$ cat src/rtl/sound_pkg.sv
`default_nettype none
// ============================================================================
// Module  : sound_pkg
// Brief   : Shared types and constants for the note sequencer.
// Revision: 1.0 - initial release
// ============================================================================
package sound_pkg;

    typedef enum logic [2:0] {
        IDLE    = 3'd0,
        LOAD    = 3'd1,
        ATTACK  = 3'd2,
        SUSTAIN = 3'd3,
        RELEASE = 3'd4,
        REST    = 3'd5,
        DONE    = 3'd6
    } seq_state_t;

    localparam logic [15:0] DEFAULT_PERIOD = 16'h377D;
    localparam logic [2:0]  DEFAULT_WIDTH  = 3'd3;
    localparam int          VOL_W          = 5;

    // Command word layout: {period, volume, width, duration}
    localparam int PERIOD_W   = 16;
    localparam int WIDTH_W    = 3;
    localparam int DUR_W      = 8;
    localparam int CMD_W      = PERIOD_W + VOL_W + WIDTH_W + DUR_W;
    localparam int DUR_LSB    = 0;
    localparam int WIDTH_LSB  = DUR_LSB + DUR_W;
    localparam int VOL_LSB    = WIDTH_LSB + WIDTH_W;
    localparam int PERIOD_LSB = VOL_LSB + VOL_W;

endpackage
`default_nettype wire

$ cat src/rtl/sound_cmd_fifo.sv
`default_nettype none
// ============================================================================
// Module  : sound_cmd_fifo
// Brief   : Synchronous command FIFO with flush and full/empty flags.
// Revision: 1.0 - initial release
// ============================================================================
module sound_cmd_fifo #(
    parameter int DEPTH = 4,
    parameter int WIDTH = 32
) (
    input  logic             clk,
    input  logic             reset_n,
    input  logic             flush,
    input  logic             push,
    input  logic [WIDTH-1:0] push_data,
    input  logic             pop,
    output logic [WIDTH-1:0] pop_data,
    output logic             full,
    output logic             empty
);

    localparam int c_aw = $clog2(DEPTH);

    logic [c_aw:0]      r_wr_ptr;
    logic [c_aw:0]      r_rd_ptr;
    logic [WIDTH-1:0]   r_mem [DEPTH];
    logic               w_push;
    logic               w_pop;

    // Flush wins over both ports so an aborted cycle never moves data.
    assign w_push = push && !full && !flush;
    assign w_pop  = pop && !empty && !flush;

    assign empty    = (r_wr_ptr == r_rd_ptr);
    assign full     = (r_wr_ptr[c_aw] != r_rd_ptr[c_aw]) &&
                      (r_wr_ptr[c_aw-1:0] == r_rd_ptr[c_aw-1:0]);
    assign pop_data = r_mem[r_rd_ptr[c_aw-1:0]];

    always_ff @(posedge clk or negedge reset_n) begin
        if (!reset_n) begin
            r_wr_ptr <= '0;
            r_rd_ptr <= '0;
        end else if (flush) begin
            r_wr_ptr <= '0;
            r_rd_ptr <= '0;
        end else begin
            if (w_push) r_wr_ptr <= r_wr_ptr + (c_aw+1)'(1);
            if (w_pop)  r_rd_ptr <= r_rd_ptr + (c_aw+1)'(1);
        end
    end

    always_ff @(posedge clk) begin
        if (w_push) r_mem[r_wr_ptr[c_aw-1:0]] <= push_data;
    end

endmodule
`default_nettype wire

$ cat src/rtl/sound_sequencer.sv
`default_nettype none
// ============================================================================
// Module  : sound_sequencer
// Brief   : Queued note player driving tone-generator settings with a
//           linear attack/release volume envelope.
// Revision: 1.0 - initial release
// ============================================================================
module sound_sequencer
    import sound_pkg::*;
#(
    parameter int TICK_DIV = 50000,
    parameter int QDEPTH   = 4
) (
    input  logic                clk,
    input  logic                reset_n,
    input  logic                cmd_valid,
    output logic                cmd_ready,
    input  logic [PERIOD_W-1:0] cmd_period,
    input  logic [VOL_W-1:0]    cmd_volume,
    input  logic [WIDTH_W-1:0]  cmd_width,
    input  logic [DUR_W-1:0]    cmd_duration,
    input  logic                abort,
    output logic [PERIOD_W-1:0] gen_period,
    output logic [VOL_W-1:0]    gen_volume,
    output logic [WIDTH_W-1:0]  gen_width,
    output logic                busy,
    output logic                note_done
);

    localparam int                c_tick_w    = $clog2(TICK_DIV);
    localparam logic [c_tick_w-1:0] c_tick_last = c_tick_w'(TICK_DIV - 1);

    seq_state_t          r_state,      w_state_nxt;
    logic [PERIOD_W-1:0] r_gen_period, w_period_nxt;
    logic [VOL_W-1:0]    r_gen_volume, w_volume_nxt;
    logic [WIDTH_W-1:0]  r_gen_width,  w_width_nxt;
    logic [VOL_W-1:0]    r_target,     w_target_nxt;
    logic [DUR_W-1:0]    r_dur_ctr,    w_dur_nxt;
    logic [c_tick_w-1:0] r_tick_ctr,   w_tick_nxt;

    logic                w_push;
    logic                w_pop;
    logic                w_fifo_full;
    logic                w_fifo_empty;
    logic [CMD_W-1:0]    w_push_data;
    logic [CMD_W-1:0]    w_pop_data;
    logic [PERIOD_W-1:0] w_ld_period;
    logic [VOL_W-1:0]    w_ld_volume;
    logic [WIDTH_W-1:0]  w_ld_width;
    logic [DUR_W-1:0]    w_ld_dur;
    logic                w_tick;
    logic                w_dur_last;

    assign cmd_ready = !w_fifo_full && !abort;
    assign w_push    = cmd_valid && cmd_ready;
    assign w_pop     = (r_state == LOAD) && !abort;

    always_comb begin
        w_push_data                           = '0;
        w_push_data[PERIOD_LSB +: PERIOD_W]   = cmd_period;
        w_push_data[VOL_LSB    +: VOL_W]      = cmd_volume;
        w_push_data[WIDTH_LSB  +: WIDTH_W]    = cmd_width;
        w_push_data[DUR_LSB    +: DUR_W]      = cmd_duration;
    end

    assign w_ld_period = w_pop_data[PERIOD_LSB +: PERIOD_W];
    assign w_ld_volume = w_pop_data[VOL_LSB    +: VOL_W];
    assign w_ld_width  = w_pop_data[WIDTH_LSB  +: WIDTH_W];
    assign w_ld_dur    = w_pop_data[DUR_LSB    +: DUR_W];

    sound_cmd_fifo #(
        .DEPTH (QDEPTH),
        .WIDTH (CMD_W)
    ) u_cmd_fifo (
        .clk       (clk),
        .reset_n   (reset_n),
        .flush     (abort),
        .push      (w_push),
        .push_data (w_push_data),
        .pop       (w_pop),
        .pop_data  (w_pop_data),
        .full      (w_fifo_full),
        .empty     (w_fifo_empty)
    );

    assign w_tick     = (r_tick_ctr == c_tick_last);
    assign w_dur_last = (r_dur_ctr == DUR_W'(1));

    always_comb begin
        w_state_nxt  = r_state;
        w_period_nxt = r_gen_period;
        w_volume_nxt = r_gen_volume;
        w_width_nxt  = r_gen_width;
        w_target_nxt = r_target;
        w_dur_nxt    = r_dur_ctr;
        w_tick_nxt   = w_tick ? '0 : r_tick_ctr + c_tick_w'(1);

        case (r_state)
            IDLE: begin
                w_tick_nxt   = '0;
                w_volume_nxt = '0;
                if (!w_fifo_empty) w_state_nxt = LOAD;
            end
            LOAD: begin
                w_tick_nxt   = '0;
                w_target_nxt = w_ld_volume;
                w_dur_nxt    = (w_ld_dur == '0) ? DUR_W'(1) : w_ld_dur;
                w_width_nxt  = w_ld_width;
                // A rest leaves the generator period where the last note put it.
                if (w_ld_period != '0) begin
                    w_period_nxt = w_ld_period;
                    w_state_nxt  = ATTACK;
                end else begin
                    w_state_nxt  = REST;
                end
            end
            ATTACK: begin
                if (w_tick) begin
                    w_dur_nxt = r_dur_ctr - DUR_W'(1);
                    if (r_gen_volume < r_target) w_volume_nxt = r_gen_volume + VOL_W'(1);
                end
                if (w_tick && w_dur_last)          w_state_nxt = RELEASE;
                else if (r_gen_volume == r_target) w_state_nxt = SUSTAIN;
            end
            SUSTAIN: begin
                if (w_tick) begin
                    w_dur_nxt = r_dur_ctr - DUR_W'(1);
                    if (w_dur_last) w_state_nxt = RELEASE;
                end
            end
            RELEASE: begin
                if (r_gen_volume == '0) begin
                    w_state_nxt = DONE;
                end else if (w_tick) begin
                    w_volume_nxt = r_gen_volume - VOL_W'(1);
                    if (r_gen_volume == VOL_W'(1)) w_state_nxt = DONE;
                end
            end
            REST: begin
                w_volume_nxt = '0;
                if (w_tick) begin
                    w_dur_nxt = r_dur_ctr - DUR_W'(1);
                    if (w_dur_last) w_state_nxt = DONE;
                end
            end
            DONE: begin
                w_state_nxt = w_fifo_empty ? IDLE : LOAD;
            end
            default: begin
                w_state_nxt = IDLE;
            end
        endcase

        // Abort overrides everything, including a LOAD in progress.
        if (abort) begin
            w_state_nxt  = IDLE;
            w_volume_nxt = '0;
            w_tick_nxt   = '0;
            w_period_nxt = r_gen_period;
            w_width_nxt  = r_gen_width;
        end
    end

    always_ff @(posedge clk or negedge reset_n) begin
        if (!reset_n) begin
            r_state      <= IDLE;
            r_gen_period <= DEFAULT_PERIOD;
            r_gen_volume <= '0;
            r_gen_width  <= DEFAULT_WIDTH;
            r_target     <= '0;
            r_dur_ctr    <= '0;
            r_tick_ctr   <= '0;
        end else begin
            r_state      <= w_state_nxt;
            r_gen_period <= w_period_nxt;
            r_gen_volume <= w_volume_nxt;
            r_gen_width  <= w_width_nxt;
            r_target     <= w_target_nxt;
            r_dur_ctr    <= w_dur_nxt;
            r_tick_ctr   <= w_tick_nxt;
        end
    end

    assign gen_period = r_gen_period;
    assign gen_volume = r_gen_volume;
    assign gen_width  = r_gen_width;
    assign note_done  = (r_state == DONE);
    assign busy       = (r_state != IDLE) || !w_fifo_empty;

endmodule
`default_nettype wire

$ cat config.mk
export PLATFORM = sky130hd
export DESIGN_NAME = sound_sequencer
export DESIGN_NICKNAME = d
export VERILOG_FILES = /design/src/rtl/sound_pkg.sv /design/src/rtl/sound_cmd_fifo.sv /design/src/rtl/sound_sequencer.sv
export SDC_FILE = /design/constraint.sdc
export NUM_CORES = 1
export LEC_CHECK = 0
export ABC_CLOCK_PERIOD_IN_PS = 3800
export CORE_ASPECT_RATIO = 0.5
export CORE_MARGIN = 2
export CORE_UTILIZATION = 30
export CTS_CLUSTER_DIAMETER = 30
export CTS_CLUSTER_SIZE = 24
export DETAILED_ROUTE_END_ITERATION = 7
export SLEW_MARGIN = 20
export SYNTH_ARGS = -nofsm -noshare
export SYNTH_HDL_FRONTEND = slang
export SYNTH_SLANG_ARGS = --single-unit
$ cat constraint.sdc
create_clock -name clk -period 3.8 [get_ports clk]
set_clock_uncertainty 0.15 [all_clocks]
set_input_delay 0.95 -clock clk [delete_from_list [all_inputs] [get_ports clk]]
set_output_delay 0.95 -clock clk [all_outputs]
set_load 0.05 [all_outputs]
# Word level (Yosys, flattened, before mapping)
# Memory sizes are Yosys's and may differ from the RTL's.
# Index checks and enable logic that the tools add are counted.
[word_totals]
ff_bits = 62
memories = 1
output_inout_bits = 27
mem_bits_rw = 128
input_bits = 36
elab_cells = 106
[classes]
order_cmp = 1
muxes = 32
eq_ne = 26
addsub = 6
n_bitwise = 1
n_reduce_logical = 30
[memory_table]
columns = ["name", "depth", "word_bits", "rd", "rd_ports_with_merged_regs", "write_ports", "line", "rtl"]
rows = [
  ["u_cmd_fifo.r_mem", 4, 32, 1, 0, 1, "sound_cmd_fifo.sv:26", "logic [WIDTH-1:0] r_mem [DEPTH];"],
]
[op_table]
columns = ["op", "count"]
rows = [
  ["two-way mux 16 bit", 3],
  ["two-way mux 3 bit", 16],
  ["inequality test 3 bit, second input constant", 9],
  ["two-way mux 5 bit", 5],
  ["case mux 3 bit (7 select lines)", 1],
  ["adder 16 x 1 -> 16 bit, second input constant", 1],
  ["equality test 16 bit, second input constant", 1],
  ["two-way mux 8 bit", 2],
  ["case mux 8 bit (2 select lines)", 1],
  ["nonzero test 16 bit", 1],
  ["case mux 5 bit (3 select lines)", 1],
  ["inequality test 4 bit, second input constant", 3],
  ["equality test 3 bit, second input constant", 3],
  ["logical AND 1 bit", 9],
  ["equality test 8 x 1 -> 1 bit, second input constant", 1],
  ["zero test 8 bit", 1],
  ["AND reduction 8 bit", 1],
  ["subtractor 8 x 1 -> 8 bit, second input constant", 1],
  ["adder 3 x 1 -> 3 bit, second input constant", 2],
  ["equality test 3 x 2 -> 1 bit, second input constant", 2],
  ["nonzero test 2 bit", 3],
  ["adder 5 x 1 -> 5 bit, second input constant", 1],
  ["equality test 5 x 1 -> 1 bit, second input constant", 1],
  ["equality test 5 bit", 1],
  ["other kinds (20)", 26],
]

# Depth between registers and ports, before layout
[depth]
depth_word = 9
depth_mapped = 8
mapped_depth_nobuf = 8

# Cells and area by module
# A second synthesis with hierarchy kept.
[unflattened]
hier_cells = 546
hier_area_um2 = 8406.8
[by_module_without_submodules]
columns = ["mod", "n_inst", "cells_per_inst", "area_each_um2"]
rows = [
  ["sound_cmd_fifo", 1, 237, 5251.3],
  ["sound_sequencer", 1, 309, 3155.5],
]

# Least setup slack after synthesis
# Ideal clock, no wire load.
[synth_path]
kind = "input port to flip-flop"
from = "in abort"
to = "mem u_cmd_fifo.r_mem[3][0] (enable)"
cell_stages = 3
arrival_time_ns = 2.600
slack_ns = 0.656
n_path_buf = 1
cell_sequence = "clkdlybuf4s15_1 -> o21ba_2 -> and3_1"
[synth_via]
elab_chain_len = 7
[synth_rtl]
columns = ["element", "line", "rtl"]
rows = [
  ["from (decl)", "sound_sequencer.sv:22", "input logic abort,"],
  ["zero test 1 bit", "sound_sequencer.sv:54", "assign cmd_ready = !w_fifo_full && !abort;"],
  ["logical AND 1 bit", "sound_sequencer.sv:54", ""],
  ["via cmd_ready", "sound_sequencer.sv:17", "output logic cmd_ready,"],
  ["logical AND 1 bit", "sound_sequencer.sv:55", "assign w_push = cmd_valid && cmd_ready;"],
  ["logical AND 1 bit (2 in a row)", "sound_cmd_fifo.sv:31", "assign w_push = push && !full && !flush;"],
  ["two-way mux 1 bit", "sound_cmd_fifo.sv:53", "if (w_push) r_mem[r_wr_ptr[c_aw-1:0]] <= push_data;"],
  ["two-way mux 1 bit (implied by the code)", "sound_cmd_fifo.sv:53", ""],
  ["to (decl)", "sound_cmd_fifo.sv:26", ""],
]
# The timed path passes the listed nets, and every way through them passes these cells.

# Worst setup path in the final report
[layout_path]
from = "reg u_cmd_fifo.r_rd_ptr[0]"
to = "out busy"
[layout_via]
elab_chain_len = 3
[layout_rtl]
columns = ["element", "line", "rtl"]
rows = [
  ["from (decl)", "sound_cmd_fifo.sv:25", "logic [c_aw:0] r_rd_ptr;"],
  ["from (signal assigned)", "sound_cmd_fifo.sv:48", "if (w_pop) r_rd_ptr <= r_rd_ptr + (c_aw+1)'(1);"],
  ["equality test 3 bit", "sound_cmd_fifo.sv:34", "assign empty = (r_wr_ptr == r_rd_ptr);"],
  ["zero test 1 bit", "sound_sequencer.sv:188", "assign busy = (r_state != IDLE) || !w_fifo_empty;"],
  ["logical OR 1 bit", "sound_sequencer.sv:188", ""],
  ["to (decl)", "sound_sequencer.sv:26", "output logic busy,"],
]
# No other way between the ends.

==> results_dict.tcl <==
set metrics [dict create \
    postLayoutCellArea_um2 9810 \
    io_pins 63 \
    globalRouteOverflowTotal 0 \
    synthTopCellsByArea "edfxtp_1 (47%), dfrtp_1 (15%), mux4_2 (8.0%)" \
    crit_family "flip-flops" \
    fmax_mhz 300 \
    p_int_w 0.00422 \
    cts.sinks 190 \
    drive_gt1_share_pct 21.1 \
    finalPower_w 0.00638 \
    path_buf_inv 1 \
    track_usage_pct 12.0 \
    multi_input_area_um2 2550 \
    drt_iter0_markers 370 \
    dieHeight_um 120 \
    p_comb_share_pct 29.2 \
    r2r-end "gen_period[11]$_DFFE_PN0P_" \
    max_stage_delay_ps 720 \
    required_ps 2700 \
    rows 42 \
    ctsResizeCount 0 \
    min-delay-start "r_tick_ctr[0]$_DFF_PN0_" \
    tightest_slew_ps 900 \
    seq_area_um2 5410 \
    synth_fp_nets 569 \
    placed_area_um2 9210 \
    seqPwrFrac_pct 43.2 \
    whs_ps 341 \
    switching_share_pct 33.8 \
    startpoint_type "flip-flop" \
    antenna_found_initial 0 \
    ir_drop_mv 0.350 \
    clock_latency_ps 430 \
    worstPathMaxFanout 16 \
    rr_startpoint "u_cmd_fifo.r_rd_ptr[0]$_DFFE_PN0P_" \
    yosysTopAreaCellShare_pct 47.3 \
    critical_path_arrival_ps 2230 \
    final-hold-violation-count 0 \
    fin_cells 959 \
    reg2reg_depth 7 \
    max_slew_margin_pct 40.0 \
    grt_max_degree 33 \
    holdBufCountCts 0 \
    dp_hpwl_um 10700 \
    fin_crit_sh_pct 87.7 \
    rsz0062_at_grt "false" \
    clk_pin_slew_ps 70 \
    period_needed_ps 3330 \
    synth-seq-cells 190 \
    cts-root-buf "clkbuf_16" \
    avgSynthCellArea_um2 15.7 \
    power_leakage_nw 3.45 \
    num-fill-cells 2464 \
    cp_slowest_cell "dfrtp_2" \
    drv_slew 0 \
    dieArea_um2 28500 \
    drv_cap 0 \
    synth_area_um2 8130 \
    h-tree-depth 4 \
    dr_total_vias 4538 \
    n_antenna_cell 0 \
    dp_cells 927 \
    drc 0 \
    clock_path_buffers 2 \
    syn_to_final_growth_pct 20.6 \
    totalWireLength_um 16200 \
    worstHoldPathCells 1 \
    postCtsSetupBuffers 0 \
    finalSetupViolations 0 \
    wl_per_cell_um 16.9 \
    tritoncts "yes" \
    synthDistinctLibCells 63 \
    outcome "completed" \
    ys.flop_type "edfxtp_1" \
    core_um2 26500 \
    fin_nets 646 \
    ys.warnings.count 0 \
    synth_common_cells "edfxtp_1 (128), dfrtp_1 (49), nor2_1 (49), mux4_2 (29), nand2_1 (22)" \
    first_pass_iters 4 \
    routed_via_density 4.73 \
    die_w_um 237 \
    initial_core_util_pct 30.6 \
    clockPowerShare_pct 27.6 \
    r2r_slack_ps 570 \
    synthArstFlopShare_pct 32.6 \
    yosysMostFrequentCell "edfxtp_1" \
    synth_top_area_cell "edfxtp_1" \
    antenna_left 0 \
    portBuffers 62 \
    hold_path.class "reg2reg" \
    gp_congestion 0.791 \
    endpoint_kind "output pin" \
    critical_path_class "reg2out" \
    fin_tns_setup_ps 0 \
    switchingPower_w 0.00216 \
    cp_cell_sequence "xnor2_1, nand3_1, or4_1, buf_4" \
    synth_enable_flop_cells 128 \
    cts_buffers 17 \
    power_density_nw_per_um2 651 \
    syn_inst 517 \
    yosysSeqAreaShare_pct 66.6 \
    grt_pass1_wl_um 26300 \
    grt_pass1_vias 4707 \
    whs_endpoint "r_tick_ctr[0]$_DFF_PN0_" \
]
## flip-flops by register name, summed over array words and instances, names as in the netlist
| signal | flops |
|---|---|
| gen_volume | 5 |
| gen_period | 16 |
| u_cmd_fifo.r_mem | 128 |
| r_target | 5 |
| r_dur_ctr | 8 |
| u_cmd_fifo.r_wr_ptr | 3 |
| r_tick_ctr | 16 |
| u_cmd_fifo.r_rd_ptr | 3 |
| gen_width | 3 |
| r_state | 3 |
## worst max path at each step
stage                                  startpoint                                to  slack [ps]  cells after the start
5_1_grt        u_cmd_fifo.r_rd_ptr[0]$_DFFE_PN0P_        gen_period[11]$_DFFE_PN0P_         290                      7
4_1_cts        u_cmd_fifo.r_rd_ptr[0]$_DFFE_PN0P_                              busy         390                      4
3_3_place_gp   u_cmd_fifo.r_rd_ptr[0]$_DFFE_PN0P_        gen_period[11]$_DFFE_PN0P_         540                      7
3_5_place_dp   u_cmd_fifo.r_rd_ptr[0]$_DFFE_PN0P_        gen_period[11]$_DFFE_PN0P_         520                      7
2_1_floorplan                               abort  u_cmd_fifo.r_mem[3][0]$_DFFE_PP_         660                      3
6_report       u_cmd_fifo.r_rd_ptr[0]$_DFFE_PN0P_                              busy         470                      4
## through the flow
step	util, %	setup WS [ps]
floorplan	-	656
finish	37.0	466
detailed placement	34.7	524
CTS	37.0	389
global route	37.0	287
global placement	34.7	541
## logic make-up after synthesis
kind of cell             share of synthesized area (%)
AO/OA/AOI/OAI                                     5.60
XOR/XNOR                                          2.15
AND/OR/NAND/NOR                                   8.60
flip-flops                                        66.6
multiplexers                                      12.6
adder cells (fa/ha/maj)                           2.46
buffers and inverters                             2.03
## power groups by stage
stage,registers (W),clock network [W],logic [W]
2_1_floorplan,0.00310,0,0.000980
3_3_place_gp,0.00280,0,0.00184
3_5_place_dp,0.00280,0,0.00187
4_1_cts,0.00276,0.00181,0.00188
5_1_grt,0.00279,0.00190,0.00201
6_report,0.00275,0.00176,0.00187
## metal layers
layer | wire length, um | GRT usage, %
met1 | 7380 | 15.2
met2 | 8100 | 20.6
met3 | 555 | 2.76
met4 | 185 | 3.80
met5 | 0 | 0
## final cells by class
| cell class | instances | share of cell area (%) |
|---|---|---|
| Clock buffer | 17 | 4.34 |
| Clock inverter | 15 | 1.74 |
| Inverter | 13 | 0.498 |
| Multi-Input combinational cell | 294 | 26.0 |
| Sequential cell | 190 | 55.2 |
| Tap cell | 352 | 4.49 |
| Timing Repair Buffer | 78 | 7.71 |
## cell usage in the layout, fill, tap and decap left out, types with 4 or more instances in the layout
| cell | synthesis | layout |
|---|---|---|
| o21ai_0 | 17 | 17 |
| mux2_4 | 9 | 9 |
| nor2_1 | 49 | 49 |
| clkbuf_16 | 0 | 17 |
| ha_1 | 16 | 16 |
| buf_4 | 0 | 16 |
| nand3b_1 | 4 | 4 |
| dfstp_2 | 13 | 13 |
| nand4_1 | 6 | 6 |
| mux2_2 | 13 | 13 |
| xnor2_1 | 12 | 12 |
| inv_6 | 0 | 5 |
| a21oi_1 | 19 | 19 |
| nand2b_1 | 5 | 5 |
| and3_1 | 7 | 7 |
| nor3_1 | 6 | 6 |
| clkdlybuf4s50_1 | 0 | 59 |
| xor2_1 | 8 | 8 |
| o211ai_1 | 4 | 4 |
| nor4_1 | 6 | 6 |
| mux4_2 | 29 | 29 |
| inv_1 | 13 | 13 |
| a311oi_1 | 4 | 4 |
| edfxtp_1 | 128 | 128 |
| nand3_1 | 9 | 9 |
| nand2_1 | 22 | 22 |
| dfrtp_1 | 49 | 48 |
Note: power is estimated with default switching activity, not from simulation.
